===== src/rtl/ast_dmx_pkg.sv =====
// Shared types and default parameters for the packet demultiplexer.
package ast_dmx_pkg;

  localparam int DATA_W_D     = 64;
  localparam int CHANNEL_W_D  = 8;
  localparam int TX_DIR_D     = 4;
  localparam int FIFO_DEPTH_D = 8;
  localparam int CNT_W_D      = 16;

  // $clog2 with a floor of 1 so degenerate widths never collapse to zero bits
  function automatic int clog2_min1(input int n);
    return ($clog2(n) < 1) ? 1 : $clog2(n);
  endfunction

  localparam int EMPTY_W_D = clog2_min1(DATA_W_D / 8);

  // Beat layout at the default widths; the top builds the same layout at its own widths
  typedef struct packed {
    logic [DATA_W_D-1:0]    data;
    logic [EMPTY_W_D-1:0]   empty;
    logic [CHANNEL_W_D-1:0] channel;
    logic                   sop;
    logic                   eop;
  } beat_t;

  typedef enum logic [1:0] {IDLE, FWD, DROP} state_t;

endpackage


===== src/rtl/ast_dmx_buf_if.sv =====
// Sink and per-direction source signals of the demultiplexer.
interface ast_dmx_buf_if #(
  parameter int DATA_W    = 64,
  parameter int EMPTY_W   = 3,
  parameter int CHANNEL_W = 8,
  parameter int TX_DIR    = 4,
  parameter int DIR_SEL_W = 2
) ();

  logic [DIR_SEL_W-1:0]              dir_i;
  logic [DATA_W-1:0]                 ast_data_i;
  logic                              ast_startofpacket_i;
  logic                              ast_endofpacket_i;
  logic                              ast_valid_i;
  logic [EMPTY_W-1:0]                ast_empty_i;
  logic [CHANNEL_W-1:0]              ast_channel_i;
  logic                              ast_ready_o;
  logic [TX_DIR-1:0][DATA_W-1:0]     ast_data_o;
  logic [TX_DIR-1:0]                 ast_startofpacket_o;
  logic [TX_DIR-1:0]                 ast_endofpacket_o;
  logic [TX_DIR-1:0]                 ast_valid_o;
  logic [TX_DIR-1:0][EMPTY_W-1:0]    ast_empty_o;
  logic [TX_DIR-1:0][CHANNEL_W-1:0]  ast_channel_o;
  logic [TX_DIR-1:0]                 ast_ready_i;

  // Upstream source plus downstream sinks
  modport master (
    output dir_i, ast_data_i, ast_startofpacket_i, ast_endofpacket_i, ast_valid_i,
           ast_empty_i, ast_channel_i, ast_ready_i,
    input  ast_ready_o, ast_data_o, ast_startofpacket_o, ast_endofpacket_o,
           ast_valid_o, ast_empty_o, ast_channel_o
  );

  // The demultiplexer itself
  modport slave (
    input  dir_i, ast_data_i, ast_startofpacket_i, ast_endofpacket_i, ast_valid_i,
           ast_empty_i, ast_channel_i, ast_ready_i,
    output ast_ready_o, ast_data_o, ast_startofpacket_o, ast_endofpacket_o,
           ast_valid_o, ast_empty_o, ast_channel_o
  );

endinterface


===== src/rtl/ast_dmx_fifo.sv =====
// First-word-fall-through FIFO; head entry is read straight from storage registers.
module ast_dmx_fifo #(
  parameter int WIDTH = 8,
  parameter int DEPTH = 8
) (
  input  logic             clk,
  input  logic             rst_n,
  input  logic             wr,
  input  logic [WIDTH-1:0] wdata,
  input  logic             rd,
  output logic [WIDTH-1:0] rdata,
  output logic             full,
  output logic             empty
);

  localparam int AW = $clog2(DEPTH);

  logic [WIDTH-1:0] mem [DEPTH];
  logic [AW:0]      wptr, rptr;
  logic             do_wr, do_rd;

  assign do_wr = wr & ~full;
  assign do_rd = rd & ~empty;
  // Extra pointer bit tells full from empty when the index bits match
  assign empty = (wptr == rptr);
  assign full  = (wptr[AW] != rptr[AW]) && (wptr[AW-1:0] == rptr[AW-1:0]);
  assign rdata = mem[rptr[AW-1:0]];

  // Pointer update; pointers wrap naturally
  always_ff @(posedge clk or negedge rst_n) begin
    if (!rst_n) begin
      wptr <= '0;
      rptr <= '0;
    end else begin
      if (do_wr) wptr <= wptr + 1'b1;
      if (do_rd) rptr <= rptr + 1'b1;
    end
  end

  // Storage write; contents need no reset since the pointers gate visibility
  always_ff @(posedge clk) begin
    if (do_wr) mem[wptr[AW-1:0]] <= wdata;
  end

endmodule


===== src/rtl/ast_dmx_buf.sv =====
// Packet-granular Avalon-ST demultiplexer with one FIFO per output direction.
module ast_dmx_buf
  import ast_dmx_pkg::*;
#(
  parameter int DATA_W     = DATA_W_D,
  parameter int EMPTY_W    = clog2_min1(DATA_W / 8),
  parameter int CHANNEL_W  = CHANNEL_W_D,
  parameter int TX_DIR     = TX_DIR_D,
  parameter int DIR_SEL_W  = clog2_min1(TX_DIR),
  parameter int FIFO_DEPTH = FIFO_DEPTH_D,
  parameter int CNT_W      = CNT_W_D
) (
  input  logic             clk_i,
  input  logic             rst_n_i,
  ast_dmx_buf_if.slave     bus,
  output logic [CNT_W-1:0] drop_pkt_cnt_o,
  output logic [CNT_W-1:0] orphan_cnt_o
);

  typedef struct packed {
    logic [DATA_W-1:0]    data;
    logic [EMPTY_W-1:0]   empty;
    logic [CHANNEL_W-1:0] channel;
    logic                 sop;
    logic                 eop;
  } lane_beat_t;

  localparam int BW = $bits(lane_beat_t);

  state_t                   state, state_nxt;
  logic [DIR_SEL_W-1:0]     dir_q, wr_dir;
  logic [TX_DIR-1:0]        full, empty, wr, rd;
  lane_beat_t               wbeat;
  lane_beat_t [TX_DIR-1:0]  rbeat;
  logic                     acc, sop, eop, legal, all_room, ready, fwd_beat, drop_inc, orph_inc;

  assign sop      = bus.ast_startofpacket_i;
  assign eop      = bus.ast_endofpacket_i;
  assign legal    = int'(bus.dir_i) < TX_DIR;
  assign all_room = ~|full;
  assign acc      = bus.ast_valid_i & ready;
  assign wbeat    = '{data: bus.ast_data_i, empty: bus.ast_empty_i,
                      channel: bus.ast_channel_i, sop: sop, eop: eop};

  // State register
  always_ff @(posedge clk_i or negedge rst_n_i) begin
    if (!rst_n_i) state <= IDLE;
    else          state <= state_nxt;
  end

  // Direction latch, loaded only by an accepted SOP with a legal direction
  always_ff @(posedge clk_i or negedge rst_n_i) begin
    if (!rst_n_i)                dir_q <= '0;
    else if (acc & sop & legal)  dir_q <= bus.dir_i;
  end

  // Next state: any SOP restarts packet tracking, EOP closes it
  always_comb begin
    state_nxt = state;
    if (acc) begin
      if (sop)                      state_nxt = eop ? IDLE : (legal ? FWD : DROP);
      else if (state != IDLE && eop) state_nxt = IDLE;
    end
  end

  // Outputs: ready, write target and counter strobes.
  // A mid-packet SOP may retarget any FIFO, so it also needs room everywhere.
  always_comb begin
    ready    = 1'b0;
    wr_dir   = dir_q;
    fwd_beat = (state == FWD);
    case (state)
      IDLE:    ready = all_room;
      FWD:     ready = ~full[dir_q] & (~sop | all_room);
      DROP:    ready = ~sop | all_room;
      default: ready = 1'b0;
    endcase
    if (sop) begin
      wr_dir   = bus.dir_i;
      fwd_beat = legal;
    end
    ready    = ready & rst_n_i;
    drop_inc = acc & sop & ~legal;
    orph_inc = acc & ~sop & (state == IDLE);
  end

  // Saturating statistics counters
  always_ff @(posedge clk_i or negedge rst_n_i) begin
    if (!rst_n_i) begin
      drop_pkt_cnt_o <= '0;
      orphan_cnt_o   <= '0;
    end else begin
      if (drop_inc && drop_pkt_cnt_o != '1) drop_pkt_cnt_o <= drop_pkt_cnt_o + 1'b1;
      if (orph_inc && orphan_cnt_o != '1)   orphan_cnt_o   <= orphan_cnt_o + 1'b1;
    end
  end

  for (genvar k = 0; k < TX_DIR; k++) begin : g_lane
    assign wr[k] = acc & fwd_beat & (int'(wr_dir) == k);
    assign rd[k] = ~empty[k] & bus.ast_ready_i[k];

    ast_dmx_fifo #(.WIDTH(BW), .DEPTH(FIFO_DEPTH)) u_fifo (
      .clk   (clk_i),
      .rst_n (rst_n_i),
      .wr    (wr[k]),
      .wdata (wbeat),
      .rd    (rd[k]),
      .rdata (rbeat[k]),
      .full  (full[k]),
      .empty (empty[k])
    );

    assign bus.ast_data_o[k]          = rbeat[k].data;
    assign bus.ast_empty_o[k]         = rbeat[k].empty;
    assign bus.ast_channel_o[k]       = rbeat[k].channel;
    assign bus.ast_startofpacket_o[k] = rbeat[k].sop;
    assign bus.ast_endofpacket_o[k]   = rbeat[k].eop;
  end

  assign bus.ast_valid_o = ~empty;
  assign bus.ast_ready_o = ready;

endmodule


===== src/flat_wrapper.sv =====
// flat-port wrapper written by rule: the top's interface ports become plain ports
module ast_dmx_buf_flat import ast_dmx_pkg::*;
#(
  parameter int DATA_W     = DATA_W_D,
  parameter int EMPTY_W    = clog2_min1(DATA_W / 8),
  parameter int CHANNEL_W  = CHANNEL_W_D,
  parameter int TX_DIR     = TX_DIR_D,
  parameter int DIR_SEL_W  = clog2_min1(TX_DIR),
  parameter int FIFO_DEPTH = FIFO_DEPTH_D,
  parameter int CNT_W      = CNT_W_D
)
  (clk_i, rst_n_i, drop_pkt_cnt_o, orphan_cnt_o, bus_dir_i, bus_ast_data_i, bus_ast_startofpacket_i, bus_ast_endofpacket_i, bus_ast_valid_i, bus_ast_empty_i, bus_ast_channel_i, bus_ast_ready_i, bus_ast_ready_o, bus_ast_data_o, bus_ast_startofpacket_o, bus_ast_endofpacket_o, bus_ast_valid_o, bus_ast_empty_o, bus_ast_channel_o);
  ast_dmx_buf_if #(.DATA_W(DATA_W), .EMPTY_W(EMPTY_W), .CHANNEL_W(CHANNEL_W), .TX_DIR(TX_DIR), .DIR_SEL_W(DIR_SEL_W)) bus_i ();
  input  logic clk_i;
  input  logic rst_n_i;
  output logic [CNT_W-1:0] drop_pkt_cnt_o;
  output logic [CNT_W-1:0] orphan_cnt_o;
  input wire logic [$bits(bus_i.dir_i)-1:0] bus_dir_i;
  input wire logic [$bits(bus_i.ast_data_i)-1:0] bus_ast_data_i;
  input wire logic [$bits(bus_i.ast_startofpacket_i)-1:0] bus_ast_startofpacket_i;
  input wire logic [$bits(bus_i.ast_endofpacket_i)-1:0] bus_ast_endofpacket_i;
  input wire logic [$bits(bus_i.ast_valid_i)-1:0] bus_ast_valid_i;
  input wire logic [$bits(bus_i.ast_empty_i)-1:0] bus_ast_empty_i;
  input wire logic [$bits(bus_i.ast_channel_i)-1:0] bus_ast_channel_i;
  input wire logic [$bits(bus_i.ast_ready_i)-1:0] bus_ast_ready_i;
  output wire logic [$bits(bus_i.ast_ready_o)-1:0] bus_ast_ready_o;
  output wire logic [$bits(bus_i.ast_data_o)-1:0] bus_ast_data_o;
  output wire logic [$bits(bus_i.ast_startofpacket_o)-1:0] bus_ast_startofpacket_o;
  output wire logic [$bits(bus_i.ast_endofpacket_o)-1:0] bus_ast_endofpacket_o;
  output wire logic [$bits(bus_i.ast_valid_o)-1:0] bus_ast_valid_o;
  output wire logic [$bits(bus_i.ast_empty_o)-1:0] bus_ast_empty_o;
  output wire logic [$bits(bus_i.ast_channel_o)-1:0] bus_ast_channel_o;
  assign bus_i.dir_i = bus_dir_i;
  assign bus_i.ast_data_i = bus_ast_data_i;
  assign bus_i.ast_startofpacket_i = bus_ast_startofpacket_i;
  assign bus_i.ast_endofpacket_i = bus_ast_endofpacket_i;
  assign bus_i.ast_valid_i = bus_ast_valid_i;
  assign bus_i.ast_empty_i = bus_ast_empty_i;
  assign bus_i.ast_channel_i = bus_ast_channel_i;
  assign bus_i.ast_ready_i = bus_ast_ready_i;
  assign bus_ast_ready_o = bus_i.ast_ready_o;
  assign bus_ast_data_o = bus_i.ast_data_o;
  assign bus_ast_startofpacket_o = bus_i.ast_startofpacket_o;
  assign bus_ast_endofpacket_o = bus_i.ast_endofpacket_o;
  assign bus_ast_valid_o = bus_i.ast_valid_o;
  assign bus_ast_empty_o = bus_i.ast_empty_o;
  assign bus_ast_channel_o = bus_i.ast_channel_o;
  ast_dmx_buf #(.DATA_W(DATA_W), .EMPTY_W(EMPTY_W), .CHANNEL_W(CHANNEL_W), .TX_DIR(TX_DIR), .DIR_SEL_W(DIR_SEL_W), .FIFO_DEPTH(FIFO_DEPTH), .CNT_W(CNT_W)) u_core (.clk_i(clk_i), .rst_n_i(rst_n_i), .bus(bus_i), .drop_pkt_cnt_o(drop_pkt_cnt_o), .orphan_cnt_o(orphan_cnt_o));
endmodule

===== config.mk =====
export PLATFORM = sky130hd
export DESIGN_NAME = ast_dmx_buf_flat
export DESIGN_NICKNAME = d
export VERILOG_FILES = /design/src/rtl/ast_dmx_pkg.sv /design/src/rtl/ast_dmx_buf_if.sv /design/src/rtl/ast_dmx_fifo.sv /design/src/rtl/ast_dmx_buf.sv /design/src/flat_wrapper.sv
export SDC_FILE = /design/constraint.sdc
export NUM_CORES = 2
export LEC_CHECK = 0
export ABC_CLOCK_PERIOD_IN_PS = 10700
export BUFFER_PORTS_ARGS = -buffer_cell sky130_fd_sc_hd__buf_4
export CAP_MARGIN = 40
export CORE_MARGIN = 4
export CORE_UTILIZATION = 40
export DETAILED_ROUTE_END_ITERATION = 10
export GPL_ROUTABILITY_DRIVEN = 0
export GPL_TIMING_DRIVEN = 0
export REMOVE_ABC_BUFFERS = 1
export SYNTH_ARGS = -nofsm -noshare
export SYNTH_HDL_FRONTEND = slang
export SYNTH_SLANG_ARGS = --single-unit

===== constraint.sdc =====
create_clock -name clk_i -period 10.7 [get_ports clk_i]
set_clock_uncertainty 0.15 [all_clocks]
set_input_delay 0.535 -clock clk_i [delete_from_list [all_inputs] [get_ports clk_i]]
set_output_delay 0.535 -clock clk_i [all_outputs]
set_load 0.05 [all_outputs]

### Word-level counts from Yosys, hierarchy flattened

Memory sizes are Yosys's and may differ from the RTL's.
Cells that the tools add are included.

| operators by class | value |
|---|---|
| add/sub/neg operators | 9 |
| multipliers | 0 |
| div/mod/pow operators | 0 |
| order comparisons | 1 |
| equal/unequal tests | 18 |
| shifts and indexed selects | 0 |
| multiplexer cells | 16 |
| bitwise operators | 35 |
| reduce and logical (&&, ||, !) cells | 13 |

Operators with widths:

| operator | number |
|---|---|
| $add A4 B1 Y4 const B | 8 |
| $and A1 B1 Y1 | 23 |
| $add A16 B1 Y16 const B | 1 |
| $eq A4 B4 Y1 | 4 |
| $ne A16 B16 Y1 const B | 1 |
| $eq A3 B3 Y1 | 4 |
| $mux W1 | 11 |
| $not A1 Y1 | 10 |
| $eq A2 B2 Y1 const B | 3 |
| $logic_and A1 B1 Y1 | 6 |
| $mux W2 | 3 |
| $eq A2 B1 Y1 const B | 2 |
| $logic_not A2 Y1 | 2 |
| $ne A1 B1 Y1 | 4 |
| $not A4 Y4 | 1 |
| $reduce_bool A2 Y1 | 2 |
| $reduce_or A4 Y1 | 1 |
| $lt A2 B3 Y1 const B | 1 |
| $pmux W1 S3 | 1 |
| $bmux W1 S2 | 1 |
| $reduce_and A2 Y1 | 1 |
| $logic_not A1 Y1 | 1 |
| $or A1 B1 Y1 | 1 |

| word-level totals | value |
|---|---|
| bits in registers | 52 |
| latch bits | 0 |
| bits in writable memories | 2464 |
| memory bits (read-only) | 0 |
| bits of input ports | 86 |
| output and inout port bits | 345 |
| logic and storage cells | 107 |
| memories | 4 |

Memories:

| memory | words | width | read ports | clocked after Yosys merged registers in | wr ports | RTL line | RTL |
|---|---|---|---|---|---|---|---|
| u_core.g_lane[0].u_fifo.mem | 8 | 77 | 1 | 0 | 1 | ast_dmx_fifo.sv:18 | `logic [WIDTH-1:0] mem [DEPTH];` |
| u_core.g_lane[1].u_fifo.mem | 8 | 77 | 1 | 0 | 1 | ast_dmx_fifo.sv:18 |  |
| u_core.g_lane[2].u_fifo.mem | 8 | 77 | 1 | 0 | 1 | ast_dmx_fifo.sv:18 |  |
| u_core.g_lane[3].u_fifo.mem | 8 | 77 | 1 | 0 | 1 | ast_dmx_fifo.sv:18 |  |

### Logic depth before layout (Yosys ltp)

| depth | value |
|---|---|
| depth after elaboration | 14 |
| mapped depth | 9 |

### By module

Synthesis repeated with hierarchy kept, for this count alone.

| unflattened totals | value |
|---|---|
| cells, all modules | 3931 |
| area total of the unflattened synthesis | 96176.0 um^2 |

By module, submodules not included:

| module | instances | cells an instance | area an instance (um^2) | sequential area each (um^2) |
|---|---|---|---|---|
| ast_dmx_fifo | 4 | 950 | 23730.3 | 18697.9 |
| ast_dmx_buf | 1 | 131 | 1255.0 | 475.5 |

### Worst setup path before layout

OpenSTA, ideal clock, no wires.

| timing path | value |
|---|---|
| path type | reg2reg |
| start | register u_core.g_lane[2].u_fifo.rptr[2] |
| end | memory u_core.g_lane[2].u_fifo.mem[1][0] in the netlist's numbering (enable) |
| data arrival time | 9.419 ns |
| required time | 9.821 ns |
| slack | 0.402 ns |
| stages on the path, launching flop included | 7 |
| path buffers | 1 |
| period minus slack after synthesis | 10.298 ns |
| cells stage by stage | dfrtp_1 buf_2 xnor2_1 nor4b_1 nor4_1 a21oi_1 nor4b_1 |

| on the way | value |
|---|---|
| cells in the longest elaborated chain, start to end | 14 |

Ends and longest elaborated chain:

| what | RTL line | RTL |
|---|---|---|
| start, declared | ast_dmx_fifo.sv:19 | `logic [AW:0] wptr, rptr;` |
| start signal, assigned | ast_dmx_fifo.sv:36 | `if (do_rd) rptr <= rptr + 1'b1;` |
| $eq A3 B3 Y1 * | ast_dmx_fifo.sv:26 | `assign full = (wptr[AW] != rptr[AW]) && (wptr[AW-1:0] == rptr[AW-1:0]);` |
| $logic_and A1 B1 Y1 * | ast_dmx_fifo.sv:26 |  |
| $bmux W1 S2 / $reduce_or A4 Y1 (equally long branches) | ast_dmx_buf.sv:74, ast_dmx_buf.sv:40 |  |
| $mux W1 (implied by the code) / $logic_not A1 Y1 (equally long branches) | ast_dmx_buf.sv:74, ast_dmx_buf.sv:40 |  |
| $not A1 Y1 / $or A1 B1 Y1 (equally long branches) | ast_dmx_buf.sv:74, ast_dmx_buf.sv:75 |  |
| $and A1 B1 Y1 | ast_dmx_buf.sv:74 | `FWD: ready = ~full[dir_q] & (~sop \| all_room);` |
| $pmux W1 S3 | ast_dmx_buf.sv:72 | `case (state)` |
| $and A1 B1 Y1 | ast_dmx_buf.sv:82 | `ready = ready & rst_n_i;` |
| $and A1 B1 Y1 | ast_dmx_buf.sv:41 | `assign acc = bus.ast_valid_i & ready;` |
| $and A1 B1 Y1 (2 in a row) | ast_dmx_buf.sv:99 | `assign wr[k] = acc & fwd_beat & (int'(wr_dir) == k);` |
| $and A1 B1 Y1 * | ast_dmx_fifo.sv:22 | `assign do_wr = wr & ~full;` |
| $mux W1 * | ast_dmx_fifo.sv:42 | `if (do_wr) mem[wptr[AW-1:0]] <= wdata;` |
| $mux W1 (implied by the code) * | ast_dmx_fifo.sv:42 |  |
| end, declared | ast_dmx_fifo.sv:18 |  |

Every way passes the cells marked *; elsewhere a longest branch is shown, timed or not. The select of a mux whose other input is x is not followed.

### Worst setup path after layout

| timing path | value |
|---|---|
| start | register u_core.g_lane[0].u_fifo.rptr[1] |
| end | memory u_core.g_lane[3].u_fifo.mem[4][40] in the netlist's numbering (enable) |

| on the way | value |
|---|---|
| cells in the longest elaborated chain, start to end | 14 |

Ends and longest elaborated chain:

| what | RTL line |
|---|---|
| start, declared | ast_dmx_fifo.sv:19 |
| start signal, assigned | ast_dmx_fifo.sv:36 |
| $eq A3 B3 Y1 * | ast_dmx_fifo.sv:26 |
| $logic_and A1 B1 Y1 * | ast_dmx_fifo.sv:26 |
| $bmux W1 S2 / $reduce_or A4 Y1 (equally long branches) | ast_dmx_buf.sv:74, ast_dmx_buf.sv:40 |
| $mux W1 (implied by the code) / $logic_not A1 Y1 (equally long branches) | ast_dmx_buf.sv:74, ast_dmx_buf.sv:40 |
| $not A1 Y1 / $or A1 B1 Y1 (equally long branches) | ast_dmx_buf.sv:74, ast_dmx_buf.sv:75 |
| $and A1 B1 Y1 | ast_dmx_buf.sv:74 |
| $pmux W1 S3 * | ast_dmx_buf.sv:72 |
| $and A1 B1 Y1 * | ast_dmx_buf.sv:82 |
| $and A1 B1 Y1 * | ast_dmx_buf.sv:41 |
| $and A1 B1 Y1 * (2 in a row) | ast_dmx_buf.sv:99 |
| $and A1 B1 Y1 * | ast_dmx_fifo.sv:22 |
| $mux W1 * | ast_dmx_fifo.sv:42 |
| $mux W1 (implied by the code) * | ast_dmx_fifo.sv:42 |
| end, declared | ast_dmx_fifo.sv:18 |

Marked as above.

==> flow_metrics.py <==
metrics = {
    "status": {
        "status": "complete, no violations",
    },
    "yosys": {
        "synth-xor-area-share_pct": 0.507,
        "synth_top_area_share_pct": 77.9,
        "synth-seq-area-share_pct": 79.2,
        "synthAdderAreaFrac_pct": 0.119,
        "avgSynthCellArea_um2": 24.5,
        "yosysMostFrequentCell": "edfxtp_1",
        "synthFlopType": "edfxtp_1",
        "syn_area_um2": 95000,
        "synth.area.top_cells": "edfxtp_1 (78%), mux4_2 (15%), mux2_2 (3.8%)",
        "yosys_warnings": 0,
        "synthSimpleGateAreaFrac_pct": 0.734,
        "synth_mux_area_share_pct": 18.4,
        "ys_ff_latch": 2515,
        "synth_compound_area_share_pct": 0.0803,
        "async_flop_share_pct": 2.03,
        "synth_commonest_cells": "edfxtp_1 (2,464), mux4_2 (617), mux2_2 (319)",
        "synth-edff-count": 2464,
        "netlist-cell-type-count": 42,
        "synthCells": 3873,
        "synth_top_area_cell": "edfxtp_1",
        "synth_top_family_by_area": "multiplexers",
    },
    "die": {
        "die_y_um": 495,
        "ios": 431,
        "die_area_um2": 245000,
        "die_x_um": 495,
        "coreArea_um2": 236000,
        "fp-row-count": 178,
        "start_util_pct": 40.3,
    },
    "global_route": {
        "grt_antenna_before_repair": 9,
        "grt_pass1_vias": 45200,
        "grt_pass1_wl_um": 325000,
        "grt_overflow_total": 0,
        "grt_max_degree": 54,
        "globalRouteTotalUtil_pct": 18.4,
    },
    "drt": {
        "avgViaCountPerCell": 5.39,
        "first_pass_iters": 8,
        "routedWlPerCell_um": 28.1,
        "first_iter_violations": 3777,
        "finalWirelength_um": 227000,
        "postRouteAntennaNets": 0,
        "num_vias": 43600,
        "remaining_drc_errors": 0,
    },
    "timing": {
        "finalHoldViolCount": 0,
        "finalCritPeriodShare_pct": 53.4,
        "setup_viol": 0,
        "relSlewSlack_pct": 31.5,
        "period_minus_slack_ns": 5.71,
        "rsz0062_at_grt": "false",
        "maxSlewViolCount": 0,
        "whs_ns": 0.311,
        "max_freq_mhz": 175,
        "setup_tns_ns": 0,
        "tightest_slew_ns": 1.02,
    },
    "power_and_ir_drop": {
        "irDropWorstVdd_v": 0.000280,
        "total_power_mw": 32.0,
        "power_density_nw_per_um2": 279,
        "static-leakage-power_nw": 37.1,
    },
    "worst_setup_path": {
        "worst_r2r_path_depth": 13,
        "crit_type": "flip-flop to flip-flop",
        "worst_ep_required_time_ns": 11.14,
        "startpoint_type": "flip-flop",
        "cp_max_fo": 46,
        "worstPathArrival_ns": 6.15,
        "end_kind": "flip-flop",
    },
    "cells_and_area": {
        "drive_gt1_share_pct": 41.4,
        "fillCellCount": 18900,
        "finalNonFillerCells": 8087,
        "area_growth_syn_to_layout_pct": 20.8,
        "seq_area_um2": 75300,
        "fin_nets": 4852,
        "multi_input_comb_area_um2": 19100,
    },
    "clocking": {
        "clock_path_buffers": 4,
        "cts_tree": "yes",
        "clk_pin_slew_ns": 0.06,
        "cts_setup_buffers": 0,
        "clkSinkCount": 2515,
        "numCtsBuffers": 280,
        "clock_latency_ns": 0.92,
        "cts_hold_buf": 91,
        "root_buffer": "clkbuf_16",
        "cts_resized": 0,
        "htree_levels": 5,
    },
    "job": {
        "cap_violations": 0,
    },
    "placed_design": {
        "io_buffers": 414,
        "placed_cells": 7533,
        "dp_hpwl_um": 152000,
    },
    "worst_hold_path": {
        "min_path_cells": 3,
        "worstHoldPathType": "primary input to flip-flop",
    },
}
[final cells by class]
type | instances | area share [%]
clock inverter | 110 | 0.854
timing repair buffer | 791 | 6.98
antenna | 4 | 0.00872
multi-input combinational | 1162 | 16.6
sequential | 2515 | 65.6
tap | 3150 | 3.43
inverter | 7 | 0.0272
clock buffer | 348 | 6.45
[worst max-delay path, stage by stage (launching register included)]
cell,delay (ns)
dfrtp_4,0.88
buf_16,0.32
xor2_1,0.23
nor4_1,0.16
or4_1,0.64
o22ai_1,0.56
nand2_1,0.32
nor3_2,0.78
buf_4,0.34
buf_4,0.21
buf_4,0.22
buf_6,0.17
buf_4,0.21
buf_4,0.20
[layer usage]
metal	track usage (%)	share of wire (%)	vias to the layer above
met5	0	0	-
met4	4.35	2.0	0
met3	3.12	5.5	282
met2	28.9	48	1280
met1	27.2	45	23800
li1	-	-	18300
[report_power, final]
| group | switching [mW] | internal, mW |
|---|---|---|
| clock network | 3.64 | 5.28 |
| logic | 7.00 | 4.55 |
| registers | 0.464 | 11.1 |
| total | 11.1 | 20.9 |
[worst paths after layout]
kind	slack, ns	from	to
setup / recovery	4.99	u_core.g_lane[0].u_fifo.rptr[1]	u_core.g_lane[3].u_fifo.mem[4][40]
hold / removal	0.31	bus_dir_i[1]	u_core.dir_q[1]
setup reg to reg	4.99	u_core.g_lane[0].u_fifo.rptr[1]	u_core.g_lane[3].u_fifo.mem[4][40]
hold reg to reg	0.34	u_core.g_lane[1].u_fifo.wptr[3]	u_core.g_lane[1].u_fifo.wptr[3]
max in group asynchronous	8.64	rst_n_i	u_core.orphan_cnt_o[13]
min in group asynchronous	0.58	rst_n_i	u_core.g_lane[1].u_fifo.rptr[1]
[flip-flops by register name (all words and copies together), names as in the netlist]
name and flops:
u_core.g_lane.u_fifo.mem 2464, u_core.g_lane.u_fifo.rptr 16, u_core.g_lane.u_fifo.wptr 16, u_core.orphan_cnt_o 16
u_core.dir_q 2, u_core.state 1
[layout by cell type (no fill, tap or decap), types with 32 or more instances in the layout]
cell              n
clkinv_2         36
buf_12           59
buf_4           559
mux2_2          319
mux4_2          617
dlygate4sd3_1    91
clkinv_1         42
xnor2_1          32
edfxtp_1       2464
clkbuf_16       286
clkbuf_1         60
dfrtp_1          39
buf_16           52
[cells by family (layout without fill, tap and decap cells)]
logic type | count (synthesis) | in the layout
DFF | 2515 | 2515
buffers and inverters | 211 | 1256
and+or+nand+nor | 134 | 134
muxes | 936 | 936
xor gates and xnor gates | 55 | 55
adders and majority gates | 9 | 9
AOI/OAI and AO/OA | 12 | 12
other | 1 | 20
[stage by stage]
step | worst slack [ns] | utilization, % | cell area [µm²]
after CTS | 4.95 | 48.7 | 115000
after global placement | -20.30 | 42.9 | 101000
after global routing | 4.81 | 48.7 | 115000
final | 4.99 | 48.7 | 115000
after detailed placement | 4.95 | 44.7 | 105000
after floorplan | -4.95 | - | 94200
(Power assumes the default switching activity.)
